===== src/rtl/dmem_lsu.sv =====
// dmem_lsu: MEM-stage load/store unit for the 5-stage RV32I pipeline.
//
// Turns a decoded load or store into a word-aligned request on a
// valid/grant/rvalid data-memory port, formats store lanes, extracts and
// extends load data, and holds the pipeline while the access is in flight.
//
// Ports
//   clk, rst            core clock, asynchronous active-high reset
//   i_mem_read/write    load / store presented by the EX/MEM register
//   i_funct3            RV32I width/sign encoding
//   i_addr, i_wdata     effective byte address, store data (rs2)
//   o_stall             hold IF..MEM pipeline registers (combinational)
//   o_done              one-cycle completion pulse
//   o_rdata, o_fault    extended load data and fault code, valid with o_done
//                       (fault: 00 none, 01 misaligned, 10 timeout, 11 illegal)
//   o_dmem_*            registered request port (word address, lanes, enables)
//   i_dmem_gnt          request accepted
//   i_dmem_rvalid/rdata read response
//
// state | meaning
// ------+-----------------------------------------------------------------
// IDLE  | no access in flight; classify a presented access
// REQ   | request on the bus, waiting for grant
// WAIT  | read granted, waiting for rvalid
// DONE  | o_done pulse with result/fault; pipeline advances at end of cycle

module dmem_lsu #(
    parameter int TIMEOUT = 255
) (
    input  logic        clk,
    input  logic        rst,
    input  logic        i_mem_read,
    input  logic        i_mem_write,
    input  logic [2:0]  i_funct3,
    input  logic [31:0] i_addr,
    input  logic [31:0] i_wdata,
    output logic        o_stall,
    output logic        o_done,
    output logic [31:0] o_rdata,
    output logic [1:0]  o_fault,
    output logic        o_dmem_req,
    output logic        o_dmem_we,
    output logic [31:0] o_dmem_addr,
    output logic [31:0] o_dmem_wdata,
    output logic [3:0]  o_dmem_be,
    input  logic        i_dmem_gnt,
    input  logic        i_dmem_rvalid,
    input  logic [31:0] i_dmem_rdata
);

    localparam int               CNT_W    = $clog2(TIMEOUT + 1);
    localparam logic [CNT_W-1:0] CNT_LAST = CNT_W'(TIMEOUT - 1);

    typedef enum logic [1:0] {IDLE, REQ, WAIT, DONE} state_t;

    state_t           state;
    logic [CNT_W-1:0] cnt;
    logic [1:0]       lane_q;
    logic [2:0]       funct3_q;

    logic        access;
    logic        illegal;
    logic        misaligned;
    logic        cnt_last;
    logic [3:0]  st_be;
    logic [31:0] st_wdata;

    assign access   = i_mem_read | i_mem_write;
    assign cnt_last = (cnt == CNT_LAST);

    assign illegal = (i_mem_read & i_mem_write)
                   | (i_mem_write & (i_funct3 > 3'b010))
                   | (i_mem_read & ((i_funct3 == 3'b011) | (i_funct3[2:1] == 2'b11)));

    assign misaligned = ((i_funct3[1:0] == 2'b01) & i_addr[0])
                      | ((i_funct3[1:0] == 2'b10) & (i_addr[1:0] != 2'b00));

    // A reset mid-access must release the pipeline even while the stalled
    // access is still being presented.
    assign o_stall = ~rst & (((state == IDLE) & access) | (state == REQ) | (state == WAIT));

    // Store lane formatting; reads drive no enables and no data.
    always_comb begin
        st_be    = 4'b0000;
        st_wdata = 32'h0;
        if (i_mem_write) begin
            case (i_funct3[1:0])
                2'b00: begin
                    st_be    = 4'b0001 << i_addr[1:0];
                    st_wdata = {4{i_wdata[7:0]}};
                end
                2'b01: begin
                    st_be    = i_addr[1] ? 4'b1100 : 4'b0011;
                    st_wdata = {2{i_wdata[15:0]}};
                end
                default: begin
                    st_be    = 4'b1111;
                    st_wdata = i_wdata;
                end
            endcase
        end
    end

    function automatic logic [31:0] load_extract(input logic [31:0] word,
                                                 input logic [1:0]  lane,
                                                 input logic [2:0]  f3);
        logic [7:0]  b;
        logic [15:0] h;
        b = word[{lane, 3'b000} +: 8];
        h = lane[1] ? word[31:16] : word[15:0];
        case (f3)
            3'b000:  return {{24{b[7]}}, b};
            3'b001:  return {{16{h[15]}}, h};
            3'b100:  return {24'h0, b};
            3'b101:  return {16'h0, h};
            default: return word;
        endcase
    endfunction

    always_ff @(posedge clk or posedge rst) begin
        if (rst) begin
            state        <= IDLE;
            cnt          <= '0;
            lane_q       <= 2'b00;
            funct3_q     <= 3'b000;
            o_done       <= 1'b0;
            o_rdata      <= 32'h0;
            o_fault      <= 2'b00;
            o_dmem_req   <= 1'b0;
            o_dmem_we    <= 1'b0;
            o_dmem_addr  <= 32'h0;
            o_dmem_wdata <= 32'h0;
            o_dmem_be    <= 4'b0000;
        end else begin
            case (state)
                IDLE: begin
                    if (access) begin
                        lane_q   <= i_addr[1:0];
                        funct3_q <= i_funct3;
                        if (illegal) begin
                            state   <= DONE;
                            o_done  <= 1'b1;
                            o_fault <= 2'b11;
                        end else if (misaligned) begin
                            state   <= DONE;
                            o_done  <= 1'b1;
                            o_fault <= 2'b01;
                        end else begin
                            state        <= REQ;
                            cnt          <= '0;
                            o_dmem_req   <= 1'b1;
                            o_dmem_we    <= i_mem_write;
                            o_dmem_addr  <= {i_addr[31:2], 2'b00};
                            o_dmem_wdata <= st_wdata;
                            o_dmem_be    <= st_be;
                        end
                    end
                end
                REQ: begin
                    // A write granted on the last budget cycle still completes;
                    // a read granted then could never see rvalid in budget.
                    if (i_dmem_gnt & o_dmem_we) begin
                        state      <= DONE;
                        o_dmem_req <= 1'b0;
                        o_done     <= 1'b1;
                    end else if (cnt_last) begin
                        state      <= DONE;
                        o_dmem_req <= 1'b0;
                        o_done     <= 1'b1;
                        o_fault    <= 2'b10;
                    end else begin
                        cnt <= cnt + 1'b1;
                        if (i_dmem_gnt) begin
                            state      <= WAIT;
                            o_dmem_req <= 1'b0;
                        end
                    end
                end
                WAIT: begin
                    if (i_dmem_rvalid) begin
                        state   <= DONE;
                        o_done  <= 1'b1;
                        o_rdata <= load_extract(i_dmem_rdata, lane_q, funct3_q);
                    end else if (cnt_last) begin
                        state   <= DONE;
                        o_done  <= 1'b1;
                        o_fault <= 2'b10;
                    end else begin
                        cnt <= cnt + 1'b1;
                    end
                end
                DONE: begin
                    state        <= IDLE;
                    o_done       <= 1'b0;
                    o_rdata      <= 32'h0;
                    o_fault      <= 2'b00;
                    o_dmem_we    <= 1'b0;
                    o_dmem_addr  <= 32'h0;
                    o_dmem_wdata <= 32'h0;
                    o_dmem_be    <= 4'b0000;
                end
                default: state <= IDLE;
            endcase
        end
    end

endmodule

===== config.mk =====
export PLATFORM = sky130hd
export DESIGN_NAME = dmem_lsu
export DESIGN_NICKNAME = d
export VERILOG_FILES = /design/src/rtl/dmem_lsu.sv
export SDC_FILE = /design/constraint.sdc
export NUM_CORES = 1
export LEC_CHECK = 0
export ABC_AREA = 1
export BUFFER_PORTS_ARGS = -buffer_cell sky130_fd_sc_hd__buf_4
export CAP_MARGIN = 20
export CORE_ASPECT_RATIO = 0.75
export CORE_MARGIN = 3
export CORE_UTILIZATION = 40
export CTS_BUF_LIST = sky130_fd_sc_hd__clkbuf_8
export DETAILED_ROUTE_END_ITERATION = 8
export GPL_ROUTABILITY_DRIVEN = 0
export PLACE_DENSITY = 0.71
export SLEW_MARGIN = 20
export SYNTH_ARGS = -nofsm -noshare
export SYNTH_HDL_FRONTEND = slang
export SYNTH_SLANG_ARGS = --single-unit

===== constraint.sdc =====
create_clock -name clk -period 10.1 [get_ports clk]
set_input_delay 1.01 -clock clk [delete_from_list [all_inputs] [get_ports clk]]
set_output_delay 1.01 -clock clk [all_outputs]
set_load 0.02 [all_outputs]

Yosys cells after proc, flatten, opt, wreduce, memory -nomap -nowiden

Cells that the tools add are included.

Logic and storage cells: 130
Register bits after elaboration: 120

Multiplexer cells: 62
$lt $le $gt $ge: 1
Shifts and indexed selects: 2
$add $sub $neg: 1
Reduce and logical (&&, ||, !) cells: 16
Bitwise operators: 16
Equal/unequal tests: 20

Operators by type and width:

| cell                  | count |
|---|---|
| $mux W32              | 8 |
| $pmux W32 S2          | 4 |
| $pmux W32 S4          | 1 |
| $mux W8               | 6 |
| $shiftx A32 B6 Y8     | 1 |
| $mux W2               | 14 |
| $pmux W8 S3           | 1 |
| $mux W4               | 5 |
| $mux W16              | 1 |
| $pmux W2 S4           | 2 |
| $pmux W4 S2           | 2 |
| $mux W1               | 15 |
| $ne A2 B2 Y1 const B  | 6 |
| $add A8 B1 Y8 const B | 1 |
| $and A1 B1 Y1         | 8 |
| $eq A2 B2 Y1 const B  | 4 |
| $eq A8 B8 Y1 const B  | 1 |
| $reduce_and A4 Y1     | 2 |
| $reduce_bool A2 Y1    | 4 |
| $or A1 B1 Y1          | 7 |
| $eq A3 B3 Y1 const B  | 2 |
| $ne A3 B3 Y1 const B  | 2 |
| $reduce_and A2 Y1     | 3 |
| $reduce_and A6 Y1     | 1 |
| 14 further kinds      | 17 |

Longest topological paths before layout

Depth in word-level cells: 7
Mapped depth: 11

Least setup slack after synthesis

No wires, ideal clock.

Path type: input port to output port
Start point: input port i_mem_read
End point: output port o_stall
Path slack: 7,326 ps
Stages: 5
Path buffers: 1
Arrival: 1,764 ps
Path through: inv_1 nand2_1 nand2_1 clkbuf_1 a31oi_1

Longest elaborated chain between the ends: 5

Ends and longest elaborated chain:

| item                       | line | RTL |
|---|---|---|
| start: declaration         | 32   | `input logic i_mem_read,` |
| $or A1 B1 Y1               | 68   | `assign access = i_mem_read \| i_mem_write;` |
| $and A1 B1 Y1              | 80   | `assign o_stall = ~rst & (((state == IDLE) & access) \| (state == REQ) \| (state == WAIT));` |
| $or A1 B1 Y1 (2 in series) | 80   |  |
| $and A1 B1 Y1              | 80   |  |
| end: declaration           | 37   | `output logic o_stall,` |

No other way between the ends.

Final worst setup path

Start point: register state[1]
End point: register o_dmem_wdata[13]

Longest elaborated chain between the ends: 3
Elaborated cells between the ends (all ways): 8

Ends and longest elaborated chain:

| item                                                         | line | RTL |
|---|---|---|
| start: declaration                                           | 56   | `state_t state;` |
| start signal: assignment                                     | 122  | `state <= IDLE;` |
| start signal: assignment                                     | 141  | `state <= DONE;` |
| start signal: assignment                                     | 145  | `state <= DONE;` |
| $eq A2 B2 Y1 or $logic_not A2 Y1 (tied branches)             | 135  | `case (state)` |
| $reduce_bool A2 Y1 (no line) or $ne A2 B2 Y1 (tied branches) | -    |  |
| $reduce_and A4 Y1 (no line)                                  | -    |  |
| end signal: assignment                                       | 154  | `o_dmem_wdata <= st_wdata;` |
| end: declaration                                             | 44   | `output logic [31:0] o_dmem_wdata,` |

Several ways; a longest one is shown, not always the timed one.
A chain may end at the register's enable or synchronous reset.

==> flow_summary.ini <==
[cells_and_area]
antennaDiodeCount = 0
nets = 1139
areaGrowthSynthToFinish_pct = 31.7
drive_above_1_share_pct = 27.1
nFillCells = 1467
final_area_sq_um = 8340

[sta]
drv_slew = 0
grt_setup_unrepaired = no
setup_viol = 0
clock_skew_ns = 0.0134
final.setup.tns_ns = 0
tightest_slew_ns = 1.02
holdWs_ns = 0.486
max_freq_ghz = 0.304
worst_slack_ns = 6.81
finalCritPeriodShare_pct = 32.6
hold_viol = 0
relSlewSlack_pct = 32.1
fin_crit_ns = 3.29

[global_route]
grt_usage_pct = 21.8
grt_pass1_wl_um = 29900
overflow = 0
grt_pass1_vias = 5774
antenna_found_initial = 0
grt_start_max_net_pins = 69

[logic_synthesis]
post_synth.cell_area_avg_sq_um = 7.47
seq_area_frac_synth_pct = 46.6
ys_async_sr_fraction_pct = 100
synth_edf_count = 0
syn-cell-area_sq_um = 6330
synth_warnings = 0
ys_ff_latch = 118
ys.flop_type = dfrtp_1
synthCells = 847
synth_cell_types = 36

[placed_design]
hpwl_um = 13700
pre_cts_ws_ns = 6.43
port_buffers = 208
placedInstanceArea_sq_um = 7910

[cts]
ctsHoldBuffers = 0
cts_max_level = 4
cts-root-buf = clkbuf_8
cts_setup_buffers = 0
cts_tree = yes
cts_resized = 0
clkLatencyLatePin_ns = 0.43
cts_buffers = 17
path_clk_slew_ns = 0.06
clkSinkCount = 118
clockBufferDepth = 2

[critical_path]
required_ns = 10.46
arrival_ns = 3.66
rr_worst_depth = 8
start_kind = register
end_kind = register
crit_type = reg2reg
path_max_fanout = 68

[floorplan]
pin_count = 211
die_w_um = 151
core_area_sq_um = 15400
die-height_um = 115
start_util_pct = 41.2
die_area_sq_um = 17400
core.rowCount = 39

[drt]
first_pass_iters = 6
viasPerCell = 5.07
vias = 6313
drt_wl_total_um = 19300
drtAntennaViolNets = 0
avgRoutedWirePerCell_um = 15.5
drtIter0Drc = 577
drc = 0

[worst_hold_path]
hp-class = reg2reg
min_delay_path_depth = 2

[status]
outcome = completed

[power_and_ir_drop]
ir_drop_uv = 112
leakage_uw = 0.00446
p_per_area_nw_per_um2 = 307

[run]
maxCapViolations = 0
[power by group]
part           switching (uW)  internal, uW
clock                     186           274
sequential                158           665
combinational             815           462
[state kept, by name, summed over array words and instances (netlist names)]
signal	count
o_done	1
o_dmem_we	1
cnt	8
o_dmem_req	1
funct3_q	3
o_rdata	32
o_fault	2
o_dmem_be	4
o_dmem_addr	30
o_dmem_wdata	32
lane_q	2
state	2
[cell usage in the layout, fill, tap and decap left out]
cell	n
nor3_1	4
mux2_2	1
nand4_1	1
o21bai_1	2
o21ai_0	47
o211ai_1	7
nand2_4	2
nor2_8	1
ha_1	6
xor2_1	1
clkinv_2	1
nand3_1	116
nor2_4	2
o21ai_1	45
or2_2	1
o22ai_1	1
nand3_2	1
clkinv_1	1
nand2_1	229
o221ai_1	1
clkbuf_8	22
o21ai_2	10
buf_4	211
inv_1	51
inv_2	10
clkinv_4	1
xnor2_1	1
nor2_2	2
bufinv_16	3
a21oi_2	1
dfrtp_1	118
a31oi_1	1
a21oi_1	35
conb_1	2
nand2_2	10
nor2_1	88
inv_4	1
clkinvlp_4	2
[cell usage after synthesis (all sizes together) (2+ instances only)]
master,number,area (sq um)
nand2,241,942
dfrtp,118,2950
nand3,117,591
o21ai,102,548
nor2,93,385
inv,61,229
a21oi,36,184
buf,33,201
clkbuf,17,63.8
o211ai,7,52.6
ha,6,75.1
nor3,4,20.0
o21bai,2,15.0
[stage by stage]
stage          util (%)  power (uW)  std cells
4_1_cts            54.3        2570       1244
6_report           54.3        2560       1244
2_1_floorplan         -        1630        848
3_3_place_gp       51.5        2090       1214
3_5_place_dp       51.5        2100       1214
5_1_grt            54.3        2760       1244
[cell families (layout without fill, tap and decap cells)]
group,Yosys count,count (layout),share of synthesized area (%)
other cells,1,2,0.0592
mux,1,1,0.178
buf+inv,112,303,7.87
xor+xnor,2,2,0.277
flops,118,118,46.6
simple gates,457,457,30.8
fa+ha+maj,6,6,1.19
compound gates,150,150,13.0
[metal layers]
| layer | vias to the layer above | wire (um) | global-route usage [%] |
|---|---|---|---|
| li1 | 3120 | - | - |
| met2 | 227 | 8240 | 31.5 |
| met1 | 2947 | 8920 | 32.1 |
| met5 | - | 0 | 0 |
| met4 | 0 | 247 | 5.80 |
| met3 | 19 | 1880 | 6.34 |
[area by class of cell]
type	count	area, sq um	share of cell area (%)
Clock buffer	22	303	3.63
Clock inverter	8	123	1.47
Inverter	62	235	2.82
Multi-Input combinational cell	618	2890	34.6
Sequential cell	118	2950	35.4
Tap cell	205	256	3.08
Timing Repair Buffer	211	1580	19.0
[worst paths after layout]
check | from | to | slack [ns]
worst max-delay path | state[1] | o_dmem_wdata[13] | 6.81
min in group asynchronous | rst | o_done | 0.74
worst min register to register | o_rdata[27] | o_rdata[27] | 0.49
max in group asynchronous | rst | o_rdata[8] | 8.15
worst max register to register | state[1] | o_dmem_wdata[13] | 6.81
worst min-delay path | o_rdata[27] | o_rdata[27] | 0.49
[worst max-delay path, cell delays in order, from the launching register on]
cell and delay, ns:
dfrtp_1 0.42, inv_1 0.11, ha_1 0.36, nand2_1 0.33, nor2_4 0.67, nand2_4 0.60, nand2_1 0.51, nand2_1 0.12
nand2_1 0.07
(Power assumes the default switching activity.)
